### config.mk
export PLATFORM = sky130hd
export DESIGN_NAME = seq_verdict_monitor
export DESIGN_NICKNAME = d
export VERILOG_FILES = /design/src/rtl/seq_verdict_monitor.sv
export SDC_FILE = /design/constraint.sdc
export NUM_CORES = 1
export LEC_CHECK = 0
export CAP_MARGIN = 20
export CORE_UTILIZATION = 30
export DETAILED_ROUTE_END_ITERATION = 7
export SLEW_MARGIN = 20
export SYNTH_ARGS = -nofsm -noshare
export SYNTH_HDL_FRONTEND = slang
export SYNTH_SLANG_ARGS = --single-unit
### constraint.sdc
create_clock -name clk -period 7.25 [get_ports clk]
set_input_delay 2.175 -clock clk [delete_from_list [all_inputs] [get_ports clk]]
set_output_delay 2.175 -clock clk [all_outputs]
set_load 0.05 [all_outputs]
### src/rtl/seq_verdict_monitor.sv
// Pairs checker attempts with their match/fail verdicts, forces timeouts, streams result records
// and keeps saturating statistics. Define SEQ_MON_TIMESTAMP_EN to add the res_ts record field.
module seq_verdict_monitor #(
   parameter int DEPTH   = 8,
   parameter int TIMEOUT = 8,
   parameter int RDEPTH  = 4,
   parameter int TS_W    = 16,
   parameter int CNT_W   = 16
) (
   input  logic             clk,
   input  logic             rst_n,
   input  logic             clr,
   input  logic             attempt,
   input  logic             match,
   input  logic             fail,
   output logic             res_valid,
   input  logic             res_ready,
   output logic [1:0]       res_code,
   output logic [TS_W-1:0]  res_lat,
   output logic [CNT_W-1:0] pass_cnt,
   output logic [CNT_W-1:0] fail_cnt,
   output logic [CNT_W-1:0] tmo_cnt,
   output logic             err_spurious,
   output logic             err_ovf,
   output logic             busy
`ifdef SEQ_MON_TIMESTAMP_EN
   ,
   output logic [TS_W-1:0]  res_ts
`endif
);

   localparam int AW  = $clog2(DEPTH);
   localparam int RW  = $clog2(RDEPTH);
   localparam int ACW = AW + 1;
   localparam int RCW = RW + 1;
   localparam logic [1:0] CODE_PASS = 2'b01;
   localparam logic [1:0] CODE_FAIL = 2'b10;
   localparam logic [1:0] CODE_TMO  = 2'b11;

   function automatic logic [CNT_W-1:0] sat_inc(input logic [CNT_W-1:0] v);
      if (v == {CNT_W{1'b1}}) begin
         return v;
      end else begin
         return v + CNT_W'(1);
      end
   endfunction

   logic [TS_W-1:0]  r_now;
   logic [TS_W-1:0]  r_ats [DEPTH];
   logic [AW-1:0]    r_awp, r_arp;
   logic [ACW-1:0]   r_acnt;
   logic [1:0]       r_rcode [RDEPTH];
   logic [TS_W-1:0]  r_rlat  [RDEPTH];
`ifdef SEQ_MON_TIMESTAMP_EN
   logic [TS_W-1:0]  r_rts   [RDEPTH];
`endif
   logic [RW-1:0]    r_rwp, r_rrp;
   logic [RCW-1:0]   r_rcnt;
   logic [CNT_W-1:0] r_pass, r_fail, r_tmo;
   logic             r_spur, r_ovf, r_busy;

   logic             w_a_empty, w_pop, w_push, w_a_drop, w_spur;
   logic             w_res_valid, w_r_deq, w_r_enq, w_r_drop;
   logic [1:0]       w_code;
   logic [TS_W-1:0]  w_age;
   logic [ACW-1:0]   w_acnt_nxt;
   logic [RCW-1:0]   w_rcnt_nxt;

   // Verdict resolution against the oldest outstanding attempt; an explicit verdict beats the timeout.
   always_comb begin
      w_a_empty = (r_acnt == {ACW{1'b0}});
      w_age     = r_now - r_ats[r_arp];
      w_pop     = 1'b0;
      w_code    = CODE_TMO;
      if (w_a_empty) begin
         w_pop = 1'b0;
      end else if (match || fail) begin
         w_pop  = 1'b1;
         w_code = fail ? CODE_FAIL : CODE_PASS;
      end else if (w_age == TS_W'(TIMEOUT)) begin
         w_pop  = 1'b1;
         w_code = CODE_TMO;
      end else begin
         w_pop = 1'b0;
      end
      w_spur   = ((match || fail) && w_a_empty) || (match && fail);
      w_push   = attempt && ((r_acnt != ACW'(DEPTH)) || w_pop);
      w_a_drop = attempt && !w_push;
      if (w_push && !w_pop) begin
         w_acnt_nxt = r_acnt + ACW'(1);
      end else if (!w_push && w_pop) begin
         w_acnt_nxt = r_acnt - ACW'(1);
      end else begin
         w_acnt_nxt = r_acnt;
      end
   end

   // Result FIFO handshake; a consumer pop in the same cycle frees room for the new record.
   always_comb begin
      w_res_valid = (r_rcnt != {RCW{1'b0}});
      w_r_deq     = w_res_valid && res_ready;
      w_r_enq     = w_pop && ((r_rcnt != RCW'(RDEPTH)) || w_r_deq);
      w_r_drop    = w_pop && !w_r_enq;
      if (w_r_enq && !w_r_deq) begin
         w_rcnt_nxt = r_rcnt + RCW'(1);
      end else if (!w_r_enq && w_r_deq) begin
         w_rcnt_nxt = r_rcnt - RCW'(1);
      end else begin
         w_rcnt_nxt = r_rcnt;
      end
   end

   // FIFO payload storage; validity is tracked by the reset-controlled pointers and counts.
   always_ff @(posedge clk) begin
      if (w_push) begin
         r_ats[r_awp] <= r_now;
      end
      if (w_r_enq) begin
         r_rcode[r_rwp] <= w_code;
         r_rlat[r_rwp]  <= w_age;
`ifdef SEQ_MON_TIMESTAMP_EN
         r_rts[r_rwp]   <= r_now;
`endif
      end
   end

   // Pointers, cycle counter, statistics and sticky error flags.
   always_ff @(posedge clk) begin
      if (!rst_n) begin
         r_now  <= {TS_W{1'b0}};
         r_awp  <= {AW{1'b0}};
         r_arp  <= {AW{1'b0}};
         r_acnt <= {ACW{1'b0}};
         r_rwp  <= {RW{1'b0}};
         r_rrp  <= {RW{1'b0}};
         r_rcnt <= {RCW{1'b0}};
         r_busy <= 1'b0;
         r_pass <= {CNT_W{1'b0}};
         r_fail <= {CNT_W{1'b0}};
         r_tmo  <= {CNT_W{1'b0}};
         r_spur <= 1'b0;
         r_ovf  <= 1'b0;
      end else begin
         r_now  <= r_now + TS_W'(1);
         r_acnt <= w_acnt_nxt;
         r_busy <= (w_acnt_nxt != {ACW{1'b0}});
         r_rcnt <= w_rcnt_nxt;
         if (w_push)  r_awp <= r_awp + AW'(1);
         if (w_pop)   r_arp <= r_arp + AW'(1);
         if (w_r_enq) r_rwp <= r_rwp + RW'(1);
         if (w_r_deq) r_rrp <= r_rrp + RW'(1);
         if (clr) begin
            r_pass <= {CNT_W{1'b0}};
            r_fail <= {CNT_W{1'b0}};
            r_tmo  <= {CNT_W{1'b0}};
            r_spur <= 1'b0;
            r_ovf  <= 1'b0;
         end else begin
            if (w_pop && (w_code == CODE_PASS)) r_pass <= sat_inc(r_pass);
            if (w_pop && (w_code == CODE_FAIL)) r_fail <= sat_inc(r_fail);
            if (w_pop && (w_code == CODE_TMO))  r_tmo  <= sat_inc(r_tmo);
            if (w_spur) r_spur <= 1'b1;
            if (w_a_drop || w_r_drop) r_ovf <= 1'b1;
         end
      end
   end

   // Record fields read straight from the FIFO head, forced to zero when nothing is pending.
   always_comb begin
      res_valid = w_res_valid;
      if (w_res_valid) begin
         res_code = r_rcode[r_rrp];
         res_lat  = r_rlat[r_rrp];
      end else begin
         res_code = 2'b00;
         res_lat  = {TS_W{1'b0}};
      end
`ifdef SEQ_MON_TIMESTAMP_EN
      if (w_res_valid) begin
         res_ts = r_rts[r_rrp];
      end else begin
         res_ts = {TS_W{1'b0}};
      end
`endif
   end

   assign pass_cnt     = r_pass;
   assign fail_cnt     = r_fail;
   assign tmo_cnt      = r_tmo;
   assign err_spurious = r_spur;
   assign err_ovf      = r_ovf;
   assign busy         = r_busy;

endmodule
==> summary.txt <==
Routing
  • Detailed Route Iter0 Violations: 475
  • Via density: 4.85
  • Routed wire per std cell: 17.1 um
  • Final wirelength: 26.5 mm
  • Via Count: 7539
  • Post-route ant nets: 0
  • DRT Pass-1 Iters: 5
  • DRC viols: 0

Synth
  • Number of enable flip-flop cells after synthesis: 200
  • Register bit total from synthesis: around 290
  • Top FF cell, synth: edfxtp_1
  • Post-Syn Area: 0.0125 mm2
  • Post-Syn Nets: 943
  • Asr flop ratio synth: 0%
  • Netlist cell types: 67
  • Post-Syn Instances: 906
  • Avg Cell Area, Syn: about 14 um2
  • Synth warn: 0
  • Sequential share of the synthesized area: 62.3%

Global route
  • Vias in the first global route: between 7000 and 8000
  • First-pass GRT wire length: roughly 42 mm
  • Initial antenna violation count: 0
  • GRT Residual Overflow: 0
  • Pin count of the biggest net entering global routing: 51
  • Tot GR Track Use: 12.6%

Floorplan
  • Initial core utilization: between 30 and 40%
  • Std-Cell Rows: 74
  • Die Height: 206 um
  • DIE WIDTH: a little over 200 um
  • Total die area: roughly 0.042 mm2
  • Core box area: between 0.04 and 0.05 mm2
  • I/O pin count: 77

Pwr
  • Leak: just under 5 nW
  • Power Total: ~5.3 mW
  • Pwr dens: 355 mW/mm2
  • Peak VDD IR: 0.187 mV

Place
  • Area of placed instances: 0.0140 mm2
  • # port buffers: 76
  • Post-DP HPWL: 17.5 mm
  • Global placement routability congestion: 0.841

Critical path
  • Kind of critical path: flip-flop to flip-flop
  • CP arrival: 6.65 ns
  • Setup crit start kind: flip-flop
  • R2R Setup Slk: 1.08 ns
  • CP Max Fanout: 15
  • CP Data Required Time: 7.73 ns
  • Reg2Reg Depth: 19
  • Critical Path End Type: flip-flop

Timing
  • Relative slew slack: 29.9%
  • Endpoints failing setup: 0
  • Final Hold Fails: 0
  • Worst slew pin tran: 1.05 ns
  • Final Max Tran Viols: 0
  • Final min period: around 6.2 ns
  • Clock Skew: 0.00969 ns
  • Setup TNS: 0 ns
  • Fmax: 162 MHz
  • RSZ-0062 raised after global routing: no
  • Fin crit share: 85.1%

Clock network
  • CTS max path bufs: 3
  • Post-CTS Hold Fix Bufs: 0
  • Post-CTS setup buffers: 0
  • CTS Root Cell: clkbuf_16
  • Clk sinks: 289
  • H-tree levels: 1
  • CTS buffer count: 31
  • Clock latency on the worst-skew pair: between 0.5 and 0.6 ns
  • Clk slew on worst S/H paths: ~0.06 ns
  • Resized cells post-CTS: 0
  • CTS tree: yes

Finish
  • Antenna diodes: 0
  • Area Overhead vs Synth: 20.2%
  • Net count reported at finish: 1033
  • Final Cell Area: 0.0150 mm2
  • Proportion of layout cells with a drive suffix above 1: 14.3%

Outcome
  • Status: complete, no violations

Hold path
  • Hold Path Class: flip-flop to flip-flop
  • Worst hold path cell count: 2

Flow run
  • Max_cap viols: 0
==> power by group <==
group,internal (mW),switching (mW)
Clock,0.979,0.632
Sequential,2.01,0.102
Combinational,0.657,0.950
==> cells in the final DEF, fill, tap and decap left out, types with 4 or more instances in the layout <==
| cell type | n |
|---|---|
| mux4_2 | 50 |
| a21o_1 | 6 |
| and2_1 | 29 |
| nand4_1 | 12 |
| xor2_1 | 41 |
| nor3_1 | 14 |
| clkdlybuf4s50_1 | 76 |
| clkbuf_16 | 31 |
| inv_1 | 17 |
| bufinv_16 | 5 |
| nor3_2 | 5 |
| nand2_1 | 42 |
| and3_1 | 15 |
| edfxtp_1 | 200 |
| o21a_1 | 5 |
| a31oi_1 | 5 |
| ha_1 | 28 |
| dfxtp_1 | 88 |
| a211oi_1 | 5 |
| or3_1 | 14 |
| o21ai_0 | 23 |
| or2_2 | 4 |
| buf_4 | 17 |
| clkbuf_1 | 6 |
| mux2i_1 | 23 |
| a21oi_1 | 21 |
| nand3_1 | 32 |
| clkinv_2 | 5 |
| xnor2_1 | 24 |
| o2111ai_1 | 4 |
| nor2_1 | 98 |
| nor2b_1 | 6 |
==> final timing paths <==
kind | startpoint | to
min | err_ovf | err_ovf
max reg2reg | flip-flop | r_rcnt[2]
max | flip-flop | r_rcnt[2]
min reg2reg | err_ovf | err_ovf
==> worst max-delay path: stages (launching register included) <==
cell	delay, ns
dfxtp_2	0.75
mux4_2	0.57
mux2_2	0.27
ha_1	0.21
fa_1	0.45
nor2b_4	0.15
o31a_1	0.25
o21ai_2	0.09
xnor2_1	0.19
or4_1	0.55
or4_4	0.58
o21ai_4	0.29
nand2_1	0.19
nor2_2	0.27
ha_1	0.23
inv_1	0.06
fa_1	0.37
xor2_1	0.17
or3_1	0.31
a21oi_1	0.14
==> layer usage <==
layer / up-vias / global-route usage (%) / wire length [um]
li1: 3588 / - / -
met1: 3798 / 17.3 / 12500
met2: 123 / 20.8 / 12600
met3: 30 / 1.51 / 830
met4: 0 / 3.57 / 496
met5: - / 0 / 0
==> per-stage QoR <==
| stage | hold slack [ns] | util (%) | std cells | setup WS (ns) |
|---|---|---|---|---|
| global placement | 0.461 | 34.1 | 1495 | 1.17 |
| detailed placement | 0.484 | 34.1 | 1495 | 1.05 |
| floorplan | 0.462 | - | 906 | 0.563 |
| global route | 0.546 | 36.7 | 1553 | 0.697 |
| CTS | 0.499 | 36.7 | 1553 | 1.03 |
| finish | 0.496 | 36.7 | 1553 | 1.08 |
==> kinds of logic after synthesis <==
logic type      synth area share (%)
simple gates                    12.2
flops                           62.3
compound gates                  5.15
mux                             10.9
xor+xnor                        4.55
buf+inv                         1.77
fa+ha+maj                       3.12
==> synth_stat cells (all sizes together) (7+ instances only) <==
cell type,instances,area [um2]
and3,15,93.8
a21oi,22,121
nand2,42,158
nand3,32,160
mux2i,23,230
dfxtp,89,1780
edfxtp,200,6010
nor3,19,110
o21ai,26,149
buf,10,52.6
and2,29,181
or3,14,87.6
ha,28,350
clkbuf,27,101
xor2,41,359
inv,17,63.8
nor2b,7,51.3
xnor2,24,210
nor2,99,374
nand4,13,87.6
mux4,50,1130
==> area by class of cell <==
| cell class | count | area (um2) |
|---|---|---|
| Fill cell | 3867 | 25900 |
| Clock buffer | 38 | 812 |
| Timing Repair Buffer | 94 | 908 |
| Clock inverter | 20 | 250 |
| Sequential cell | 289 | 7790 |
| Multi-Input combinational cell | 562 | 4540 |
| Tap cell | 532 | 666 |
| Inverter | 18 | 67.6 |
==> registers in the layout, indices dropped and copies added, names as in the netlist, named ones only <==
signal        count
r_awp             3
tmo_cnt          16
r_rlat           64
fail_cnt         16
err_ovf           1
r_rrp             2
pass_cnt         16
busy              1
r_rcode           8
r_rwp             2
r_ats           128
err_spurious      1
r_now            16
r_arp             3
r_rcnt            3
r_acnt            4
(Power assumes the default switching activity.)
